==> config.mk <==
export PLATFORM = sky130hd
export DESIGN_NAME = point_spawner
export DESIGN_NICKNAME = d
export VERILOG_FILES = /design/src/rtl/point_spawner_pkg.sv /design/src/rtl/lfsr_cell_gen.sv /design/src/rtl/point_spawner.sv
export SDC_FILE = /design/constraint.sdc
export NUM_CORES = 1
export LEC_CHECK = 0
export ABC_AREA = 1
export CELL_PAD_IN_SITES_DETAIL_PLACEMENT = 1
export CELL_PAD_IN_SITES_GLOBAL_PLACEMENT = 2
export CORE_MARGIN = 2
export CORE_UTILIZATION = 30
export CTS_CLUSTER_DIAMETER = 100
export DETAILED_ROUTE_END_ITERATION = 16
export PLACE_DENSITY_LB_ADDON = 0.1
export SYNTH_ARGS = -nofsm -noshare
export SYNTH_HDL_FRONTEND = slang
export SYNTH_HIERARCHICAL = 1
export SYNTH_SLANG_ARGS = --single-unit
==> constraint.sdc <==
create_clock -name clk -period 5.25 [get_ports clk]
set_input_delay 0.7875 -clock clk [delete_from_list [all_inputs] [get_ports clk]]
set_output_delay 0.7875 -clock clk [all_outputs]
set_load 0.1 [all_outputs]
==> src/rtl/point_spawner_pkg.sv <==
// Shared arena constants, spawn FSM encoding and the hit-radius helper
// used by the pickup manager.
package point_spawner_pkg;

  localparam int GRID_PITCH  = 32;
  localparam int GRID_COLS   = 31;
  localparam int GRID_ROWS   = 23;
  localparam int POINT_SIZE  = 8;
  localparam int PLAYER_SIZE = 12;

  typedef enum logic [1:0] {S_IDLE, S_SEARCH, S_PLACE} spawn_state_t;

  // Signed 11-bit distance so a player near the map edge never wraps into a hit.
  function automatic logic within_r(input logic [9:0] a, input logic [9:0] b, input int r);
    logic signed [10:0] d;
    d = $signed({1'b0, a}) - $signed({1'b0, b});
    if (d < 0) d = -d;
    return (int'(d) <= r);
  endfunction

endpackage

==> src/rtl/lfsr_cell_gen.sv <==
// Free-running 16-bit Fibonacci LFSR mapped onto a grid cell centre; supplies
// the placement candidate to the terrain collision block.
module lfsr_cell_gen
  import point_spawner_pkg::*;
#(
  parameter logic [15:0] SEED = 16'hACE1
) (
  input  logic       clk,
  input  logic       rst,
  output logic [9:0] cand_x,
  output logic [9:0] cand_y
);

  logic [15:0] lfsr;
  logic        fb;
  logic [7:0]  col;
  logic [7:0]  row;

  // Taps 16,14,13,11
  assign fb = lfsr[15] ^ lfsr[13] ^ lfsr[12] ^ lfsr[10];

  always_ff @(posedge clk) begin
    if (rst) lfsr <= SEED;
    else     lfsr <= {lfsr[14:0], fb};
  end

  always_comb begin
    col    = 8'(lfsr[7:0]  % 8'(GRID_COLS));
    row    = 8'(lfsr[15:8] % 8'(GRID_ROWS));
    cand_x = 10'((10'(col) + 10'd1) * 10'(GRID_PITCH));
    cand_y = 10'((10'(row) + 10'd1) * 10'(GRID_PITCH));
  end

endmodule

==> src/rtl/point_spawner.sv <==
// Multi-slot collectible manager: pickup detection, saturating scores,
// per-slot cooldowns and an LFSR-driven respawn search.
module point_spawner
  import point_spawner_pkg::*;
#(
  parameter int          NUM_POINTS = 4,
  parameter int          SCORE_W    = 5,
  parameter int          COOLDOWN   = 10000,
  parameter int          MAX_TRIES  = 64,
  parameter int          RETRY_GAP  = 16,
  parameter logic [15:0] SEED       = 16'hACE1,
  parameter int          INIT_X     = 512,
  parameter int          INIT_Y     = 64
) (
  input  logic                             clk,
  input  logic                             rst,
  input  logic                             enable,
  input  logic [1:0][9:0]                  player_x,
  input  logic [1:0][9:0]                  player_y,
  output logic [9:0]                       cand_x,
  output logic [9:0]                       cand_y,
  input  logic                             cand_blocked,
  output logic [NUM_POINTS-1:0][9:0]       point_x,
  output logic [NUM_POINTS-1:0][9:0]       point_y,
  output logic [NUM_POINTS-1:0]            point_valid,
  output logic [1:0][SCORE_W-1:0]          score,
  output logic [1:0]                       pickup_pulse
);

  localparam int HIT_R  = POINT_SIZE + PLAYER_SIZE;
  localparam int CD_MAX = (COOLDOWN > RETRY_GAP) ? COOLDOWN : RETRY_GAP;
  localparam int CD_W   = $clog2(CD_MAX + 1);
  localparam int TRY_W  = $clog2(MAX_TRIES + 1);
  localparam int IDX_W  = (NUM_POINTS > 1) ? $clog2(NUM_POINTS) : 1;
  localparam int SUM_W  = SCORE_W + 4;

  localparam logic [9:0] START0_X = 10'(GRID_PITCH);
  localparam logic [9:0] START0_Y = 10'(GRID_PITCH);
  localparam logic [9:0] START1_X = 10'(GRID_COLS * GRID_PITCH);
  localparam logic [9:0] START1_Y = 10'(GRID_ROWS * GRID_PITCH);

  spawn_state_t                      state;
  logic [NUM_POINTS-1:0][CD_W-1:0]   cd;
  logic [TRY_W-1:0]                  tries;
  logic [IDX_W-1:0]                  slot;
  logic [9:0]                        lat_x, lat_y;

  logic [1:0][NUM_POINTS-1:0]        hit;
  logic [1:0][NUM_POINTS-1:0]        take;
  logic [1:0][3:0]                   cnt;
  logic [1:0][SUM_W-1:0]             sum;
  logic [1:0][SCORE_W-1:0]           score_nxt;
  logic [NUM_POINTS-1:0]             eligible;
  logic                              any_elig;
  logic [IDX_W-1:0]                  elig_idx;
  logic                              on_slot, on_player, on_start, reject;

  lfsr_cell_gen #(.SEED(SEED)) u_gen (
    .clk    (clk),
    .rst    (rst),
    .cand_x (cand_x),
    .cand_y (cand_y)
  );

  always_comb begin
    hit       = '0;
    cnt       = '0;
    sum       = '0;
    score_nxt = score;
    for (int unsigned p = 0; p < 2; p++) begin
      for (int unsigned i = 0; i < NUM_POINTS; i++) begin
        hit[p][i] = point_valid[i] && within_r(player_x[p], point_x[i], HIT_R)
                                   && within_r(player_y[p], point_y[i], HIT_R);
      end
    end
    // P1 owns any slot both players touch in the same cycle.
    take[0] = hit[0];
    take[1] = hit[1] & ~hit[0];
    for (int unsigned p = 0; p < 2; p++) begin
      for (int unsigned i = 0; i < NUM_POINTS; i++) cnt[p] = cnt[p] + 4'(take[p][i]);
      sum[p] = SUM_W'(score[p]) + SUM_W'(cnt[p]);
      score_nxt[p] = (sum[p] > SUM_W'({SCORE_W{1'b1}})) ? '1 : sum[p][SCORE_W-1:0];
    end
  end

  always_comb begin
    any_elig = 1'b0;
    elig_idx = '0;
    on_slot  = 1'b0;
    for (int unsigned i = 0; i < NUM_POINTS; i++) begin
      eligible[i] = !point_valid[i] && (cd[i] == '0);
      if (eligible[i] && !any_elig) begin
        any_elig = 1'b1;
        elig_idx = IDX_W'(i);
      end
      if (point_valid[i] && point_x[i] == cand_x && point_y[i] == cand_y) on_slot = 1'b1;
    end
    on_player = 1'b0;
    for (int unsigned p = 0; p < 2; p++) begin
      if (within_r(player_x[p], cand_x, HIT_R) && within_r(player_y[p], cand_y, HIT_R))
        on_player = 1'b1;
    end
    on_start = (cand_x == START0_X && cand_y == START0_Y) ||
               (cand_x == START1_X && cand_y == START1_Y);
    reject   = cand_blocked || on_start || on_slot || on_player;
  end

  always_ff @(posedge clk) begin
    if (rst) begin
      point_valid  <= NUM_POINTS'(1);
      point_x      <= '0;
      point_y      <= '0;
      point_x[0]   <= 10'(INIT_X);
      point_y[0]   <= 10'(INIT_Y);
      cd           <= '0;
      score        <= '0;
      pickup_pulse <= '0;
      state        <= S_IDLE;
      tries        <= '0;
      slot         <= '0;
      lat_x        <= '0;
      lat_y        <= '0;
    end else begin
      pickup_pulse <= '0;
      if (enable) begin
        for (int unsigned i = 0; i < NUM_POINTS; i++) begin
          if (take[0][i] || take[1][i]) begin
            point_valid[i] <= 1'b0;
            cd[i]          <= CD_W'(COOLDOWN);
          end else if (cd[i] != '0) begin
            cd[i] <= cd[i] - 1'b1;
          end
        end
        score        <= score_nxt;
        pickup_pulse <= {|take[1], |take[0]};

        // The slot under search is empty, so these writes never collide with a pickup.
        case (state)
          S_IDLE: begin
            if (any_elig) begin
              slot  <= elig_idx;
              tries <= '0;
              state <= S_SEARCH;
            end
          end
          S_SEARCH: begin
            if (!reject) begin
              lat_x <= cand_x;
              lat_y <= cand_y;
              state <= S_PLACE;
            end else if (tries == TRY_W'(MAX_TRIES - 1)) begin
              cd[slot] <= CD_W'(RETRY_GAP);
              state    <= S_IDLE;
            end else begin
              tries <= tries + 1'b1;
            end
          end
          S_PLACE: begin
            point_x[slot]     <= lat_x;
            point_y[slot]     <= lat_y;
            point_valid[slot] <= 1'b1;
            state             <= S_IDLE;
          end
          default: state <= S_IDLE;
        endcase
      end
    end
  end

endmodule

==> run summary, run 1 <==
Starting DRT DRC Count: 1527
First-pass iteration count of the detailed router: 5
Crit path arrival time: 6020 ps
Root Driver: clkbuf_16
Reg clk slew, reported paths: 100 ps
Htree depth: 4
I/O pin count: 160
CP Max Fanout: 7
Most frequent CP cell: nand2_4
Residual DRC: 0
Largest net degree at the start of global routing: 97
Leading cell types in the layout, fill and taps excluded: nand2_1, inv_1, buf_4
Synth Register Bits: 199
Fill count: 11331
Final Critical Period: 5610 ps
Crit Path Class: register to register
Non-filler cells in the finished layout: 6195
Placed cells: 6124
Grt total ovfl: 0
Synthesized cell area: 0.0259 mm²
Hold Crit Class: register to register
Post-route clock period utilization: 1.07
Die ar.: 0.0886 mm²
Crit-path slowest cell: dfxtp_4
Fin. max-slew vios: 0
Vias in the first global route: 31084
Primary FF master, synth: dfxtp_1
Commonest non-fill, non-tap cell in the layout: nand2_1
# port buffers: 149
RSZ-0062 raised after global routing: true
Area of the multi-input gates: 0.0201 mm²
Hpwl dp: 101 mm
CTS buffer count: 17
Setup violations, final: 85
Netlist cell types: 70
Mapped Cells: 4425
Worst vdd ir: 375 µV
Crit end category: register
Avg WL per Cell: 19.6 µm
Synthesized area per cell: 5.85 µm²
Failing checks: setup timing
Hold WS: 473 ps
# rows: 107
Fraction of registers with async set or reset after synthesis: 0
Register area: 0.00400 mm²
Initial Util: 0.303
Register area share after synthesis: 0.154
Die height: 298 µm
Gr usage total: 0.267
GP Congestion: 0.932
Fmax: 0.178 GHz
CP max stage delay: 390 ps
Final Hold Fails: 0
Share of layout cells above drive strength 1: 0.187
Die Wd: 298 µm
Leakage: 16.7 nW
Worst slew pin tran: 1210 ps
Req. time, crit path: 5660 ps
Final WS setup: -356 ps
Status: complete, but fails checks
First-pass GRT wire length: 182 mm
Clock Sink Count: 199
Initial antenna violation count: 4
Number of enable-type register cells in the synthesized netlist: 0
Max-Cap Viols: 0
Via count: 31113
CTS tree: built
Routed Antenna Nets: 0
Synth-to-layout area growth: 32.7%
Pwr dens: 342 mW/mm²
Overall routed net length: 122 mm
Cts hold-fix bufs: 0
# nets final: 5320
Startpoint class of the critical path: register
Yosys warning count: 6
CTS Buffer Depth: 2
CORE AREA: 0.0853 mm²
Setup TNS Final: -25010 ps
Power consumption: 11.7 mW
Post-Route Skew: 25.2 ps
Worst skew pair latency: 520 ps
Vias per cell: 5.02
Rel. slew slack: 0.192
state kept, by name, indices dropped and copies added (netlist names):
register,count
tries,7
slot,2
score,10
point_x,40
lat_x,10
pickup_pulse,2
state,2
lat_y,10
point_valid,4
u_gen/lfsr,16
cd,56
point_y,40
kinds of logic (layout without fill, tap and decap cells):
| family | after synthesis | count (layout) | synth area share |
|---|---|---|---|
| AND/OR/NAND/NOR | 2478 | 2481 | 0.425 |
| buffers and inverters | 757 | 1370 | 0.115 |
| AO/OA/AOI/OAI | 617 | 617 | 0.135 |
| adder cells (fa/ha/maj) | 239 | 239 | 0.123 |
| flip-flops | 199 | 199 | 0.154 |
| XOR/XNOR | 133 | 133 | 0.0474 |
| other | 1 | 11 | 0.000145 |
| multiplexers | 1 | 1 | 0.000387 |
area by class of cell:
cell class / count / share of cell area
sequential: 199 / 0.116
timing repair buffer: 667 / 0.163
timing repair inverter: 1 / 0.000219
inverter: 670 / 0.0746
multi-input combinational: 3481 / 0.586
clock buffer: 17 / 0.0124
clock inverter: 15 / 0.00543
tap: 1144 / 0.0417
antenna: 1 / 0.0000729
cells in the mapped netlist (all sizes together), types with 15 or more instances:
cell type     n  area [µm²]
a21o         18         135
a21oi       294        1550
a31oi        17         106
buf          34         251
clkbuf       53         201
dfxtp       199        3980
fa           26         521
ha          213        2670
inv         664        2490
nand2      1353        5250
nand3       411        2190
nand3b       51         408
nand4       148         941
nor2        449        1820
nor3         35         186
nor4         15        93.8
o21ai       187         943
o21bai       19         146
o22ai        31         194
xnor2        47         434
xor2         86         791
power breakdown:
part	internal, mW	switching, mW
Sequential	1.74	0.257
Clock	0.654	0.808
Combinational	3.22	5.06
final timing paths:
path | startpoint | endpoint | slack, ps | cells after the start
max reg2reg | u_gen/lfsr[12]$_SDFF_PP0_ | lat_x[4]$_SDFFE_PP0P_ | -360 | 47
min | cd[0]$_SDFFE_PP0P_ | cd[0]$_SDFFE_PP0P_ | 470 | 2
max | u_gen/lfsr[12]$_SDFF_PP0_ | lat_x[4]$_SDFFE_PP0P_ | -360 | 47
min reg2reg | cd[0]$_SDFFE_PP0P_ | cd[0]$_SDFFE_PP0P_ | 470 | 2
per-stage QoR:
step | cell area [µm²] | util | setup WS, ps
3_3_place_gp | 32400 | 0.380 | -570
2_1_floorplan | 26200 | - | -452
6_report | 34300 | 0.403 | -356
4_1_cts | 33700 | 0.395 | -224
5_1_grt | 34300 | 0.403 | -722
3_5_place_dp | 32400 | 0.380 | -617
metal layers:
layer / part of all wire / GRT usage / up-vias
met4: 0.030 / 0.0814 / 2
met3: 0.062 / 0.0576 / 182
met1: 0.47 / 0.353 / 14683
met5: 0.00011 / 0 / -
met2: 0.44 / 0.432 / 623
li1: - / - / 15623
critical path, delay by kind of cell, from the launching register on:
family | cells | cell delay (ps)
AO/OA/AOI/OAI | 1 | 130
buffers and inverters | 10 | 1190
XOR/XNOR | 1 | 210
AND/OR/NAND/NOR | 32 | 2900
flip-flops | 1 | 390
adder cells (fa/ha/maj) | 3 | 670
repair_timing:
action / 4_1_cts / 5_1_grt
pin swaps: 56 / 64
cloned: 4 / 3
gates resized for setup: 108 / 133
setup endpoints to repair: 87 / 93
buffers inserted: 21 / 11
(Power assumes the default switching activity.)
==> inputs of run 2 (changes only) <==
--- a/config.mk
+++ b/config.mk
@@ -8,7 +8,7 @@
 export ABC_AREA = 1
 export CELL_PAD_IN_SITES_DETAIL_PLACEMENT = 1
 export CELL_PAD_IN_SITES_GLOBAL_PLACEMENT = 2
-export CORE_MARGIN = 2
+export CORE_MARGIN = 5
 export CORE_UTILIZATION = 30
 export CTS_CLUSTER_DIAMETER = 100
 export DETAILED_ROUTE_END_ITERATION = 16
@@ -17,3 +17,4 @@
 export SYNTH_HDL_FRONTEND = slang
 export SYNTH_HIERARCHICAL = 1
 export SYNTH_SLANG_ARGS = --single-unit
+export TNS_END_PERCENT = 50
==> run 2 against run 1 <==
Net effect:
- the flow still finishes with violations (setup timing)
- sequential share of layout area increased by 0.067 points
- combinational power decreased by 1%
- global-route usage decreased by 1.4 points
- utilization decreased by 0.28 points
- total power decreased by 1.8%
- register-to-register slack got worse by 20 ps
- non-clock buffer count increased by 17
- via count decreased by 0.57%
- critical endpoint is now lat_y[1]$_SDFFE_PP0P_
==> run summary, run 2 (synthesized netlist as in run 1, its figures left out) <==
Gr usage total: 0.252 (-0.0144)
Post-route clock period utilization: 1.07 (+0.00382)
# nets final: 5335 (+0.28%)
Final Hold Fails: 0 (unchanged)
Clock Sink Count: 199 (unchanged)
Starting DRT DRC Count: 1676 (+9.8%)
Crit end category: register
I/O pin count: 160 (unchanged)
CORE AREA: 0.0854 mm² (+0.16%)
# port buffers: 149 (unchanged)
Register area: 0.00400 mm² (about the same)
Overall routed net length: 121 mm (-0.51%)
Vias in the first global route: 31053 (-0.10%)
Routed Antenna Nets: 0 (unchanged)
CP Max Fanout: 7 (unchanged)
Avg WL per Cell: 19.5 µm (-0.73%)
Vias per cell: 4.98 (-0.80%)
Ant diodes: 0 (-1)
Die height: 304 µm (+2.0%)
Final WS setup: -376 ps (-20.0 ps)
Worst vdd ir: 289 µV (-23%)
Hold Crit Class: register to register
Commonest non-fill, non-tap cell in the layout: nand2_1
Top delay family on crit path: simple AND/OR/NAND/NOR gates
Leakage: 16.8 nW (+0.14%)
Setup violations, final: 85 (unchanged)
Post-Route Skew: 13.3 ps (-11.9 ps)
First-pass iteration count of the detailed router: 5 (unchanged)
Crit-path slowest cell: dfxtp_4
Status: complete, but fails checks
Hpwl dp: 101 mm (about the same)
Startpoint class of the critical path: register
Max-Cap Viols: 0 (unchanged)
Reg clk slew, reported paths: 80 ps (-20 ps)
Leading cell types in the layout, fill and taps excluded: nand2_1, inv_1, buf_4
Fin. max-slew vios: 0 (unchanged)
Rel. slew slack: 0.182 (-0.00987)
Crit path arrival time: 6010 ps (about the same)
Largest register FFs: 56 (unchanged)
Die ar.: 0.0922 mm² (+4.1%)
Req. time, crit path: 5640 ps (-20 ps)
# rows: 107 (unchanged)
Pwr dens: 337 mW/mm² (-1.2%)
Worst slew pin tran: 1220 ps (+14.8 ps)
Initial antenna violation count: 1 (-3)
Fill count: 11464 (+1.2%)
CP max stage delay: 380 ps (about the same)
Regs by FF count: cd: 56 flops, point_x: 40 flops, point_y: 40 flops
Worst skew pair latency: 500 ps (-20 ps)
Setup TNS Final: -25820 ps (-813 ps)
Die Wd: 304 µm (+2.0%)
Failing checks: setup timing
Htree depth: 4 (unchanged)
Crit Path Class: register to register
First-pass GRT wire length: 183 mm (+0.44%)
Area of the multi-input gates: 0.0198 mm² (-1.5%)
Largest net degree at the start of global routing: 107 (+10%)
CTS Buffer Depth: 2 (unchanged)
Residual DRC: 0 (unchanged)
Final Critical Period: 5630 ps (+20.0 ps)
Most frequent CP cell: nand2_4
Share of layout cells above drive strength 1: 0.179 (-0.00825)
Synth-to-layout area growth: 32.0%
RSZ-0062 raised after global routing: true
Fmax: 0.178 GHz (-0.36%)
Buf/Inv on CP: 12 (+2)
GP Congestion: 0.909 (-2.5%)
Dpl ws: -932 ps (-314 ps)
Grt total ovfl: 0 (unchanged)
CTS tree: built
Root Driver: clkbuf_16
Initial Util: 0.303 (-0.000475)
CTS buffer count: 17 (unchanged)
Reg with most FFs: cd
Via count: 30935 (-0.57%)
[run 2: cell count changes in the layout (fill, tap and decap cells not counted), moves of 4 or more]
cell and change:
a21oi_1 +25, a21oi_2 -25, buf_4 +11, nand2_1 +10, nand2_4 -8, nor2_1 +7, o21ai_2 +7, nand3_1 +6
buf_12 +5, inv_1 +5, nor2_2 -5, o21ai_1 -5, clkinv_8 -4, nand3_2 -4
[run 2: per-layer routing]
layer	routed length (µm)	GRT usage	part of all wire	vias to the layer above
met5	0	0	0	-
met4	3650	0.0700	0.030	0
met2	53100	0.406	0.44	585
li1	-	-	-	15642
met3	6790	0.0477	0.056	134
met1	57400	0.347	0.47	14574
[run 2: area by class of cell]
| type | count | area share |
|---|---|---|
| Tap cell | 1144 | 0.0419 |
| Inverter | 670 | 0.0746 |
| Sequential cell | 199 | 0.117 |
| Clock buffer | 20 | 0.0131 |
| Multi-Input combinational cell | 3480 | 0.580 |
| Timing Repair Buffer | 684 | 0.170 |
| Clock inverter | 12 | 0.00352 |
[run 2: repair_timing]
action / CTS / global route
pin swaps: 51 / 89
buffers inserted: 30 / 18
setup endpoints to repair: 87 / 94
hold buffers: 0 / 0
gates cloned: 2 / 1
resized for setup: 74 / 101
[run 2: power breakdown]
group	internal (mW)	total [mW]	switching, mW
sequential	1.74	1.99	0.255
clock	0.674	1.37	0.699
combinational	3.22	8.16	4.94
[run 2: stage by stage]
step	instances	utilization	power, mW	instance area (µm²)	hold slack [ps]
6_report	6209	0.400	11.5	34200	471
5_1_grt	6209	0.400	12.5	34200	495
4_1_cts	6191	0.393	11.2	33600	473
3_5_place_dp	6127	0.380	9.45	32400	460
3_3_place_gp	6127	0.380	9.34	32400	453
2_1_floorplan	4434	-	6.95	26200	417
[run 2: final timing paths]
path	cells past startpoint	end	start	slack, ps
hold reg to reg	2	cd[39]$_SDFFE_PP0P_	cd[39]$_SDFFE_PP0P_	470
setup reg to reg	46	lat_y[1]$_SDFFE_PP0P_	u_gen/lfsr[12]$_SDFF_PP0_	-380
hold / removal	2	cd[39]$_SDFFE_PP0P_	cd[39]$_SDFFE_PP0P_	470
setup / recovery	46	lat_y[1]$_SDFFE_PP0P_	u_gen/lfsr[12]$_SDFF_PP0_	-380
[run 2: worst min-delay path, stage by stage (launching register included)]
cell and delay [ps]:
dfxtp_1 320, nand2_1 60, a21oi_1 50
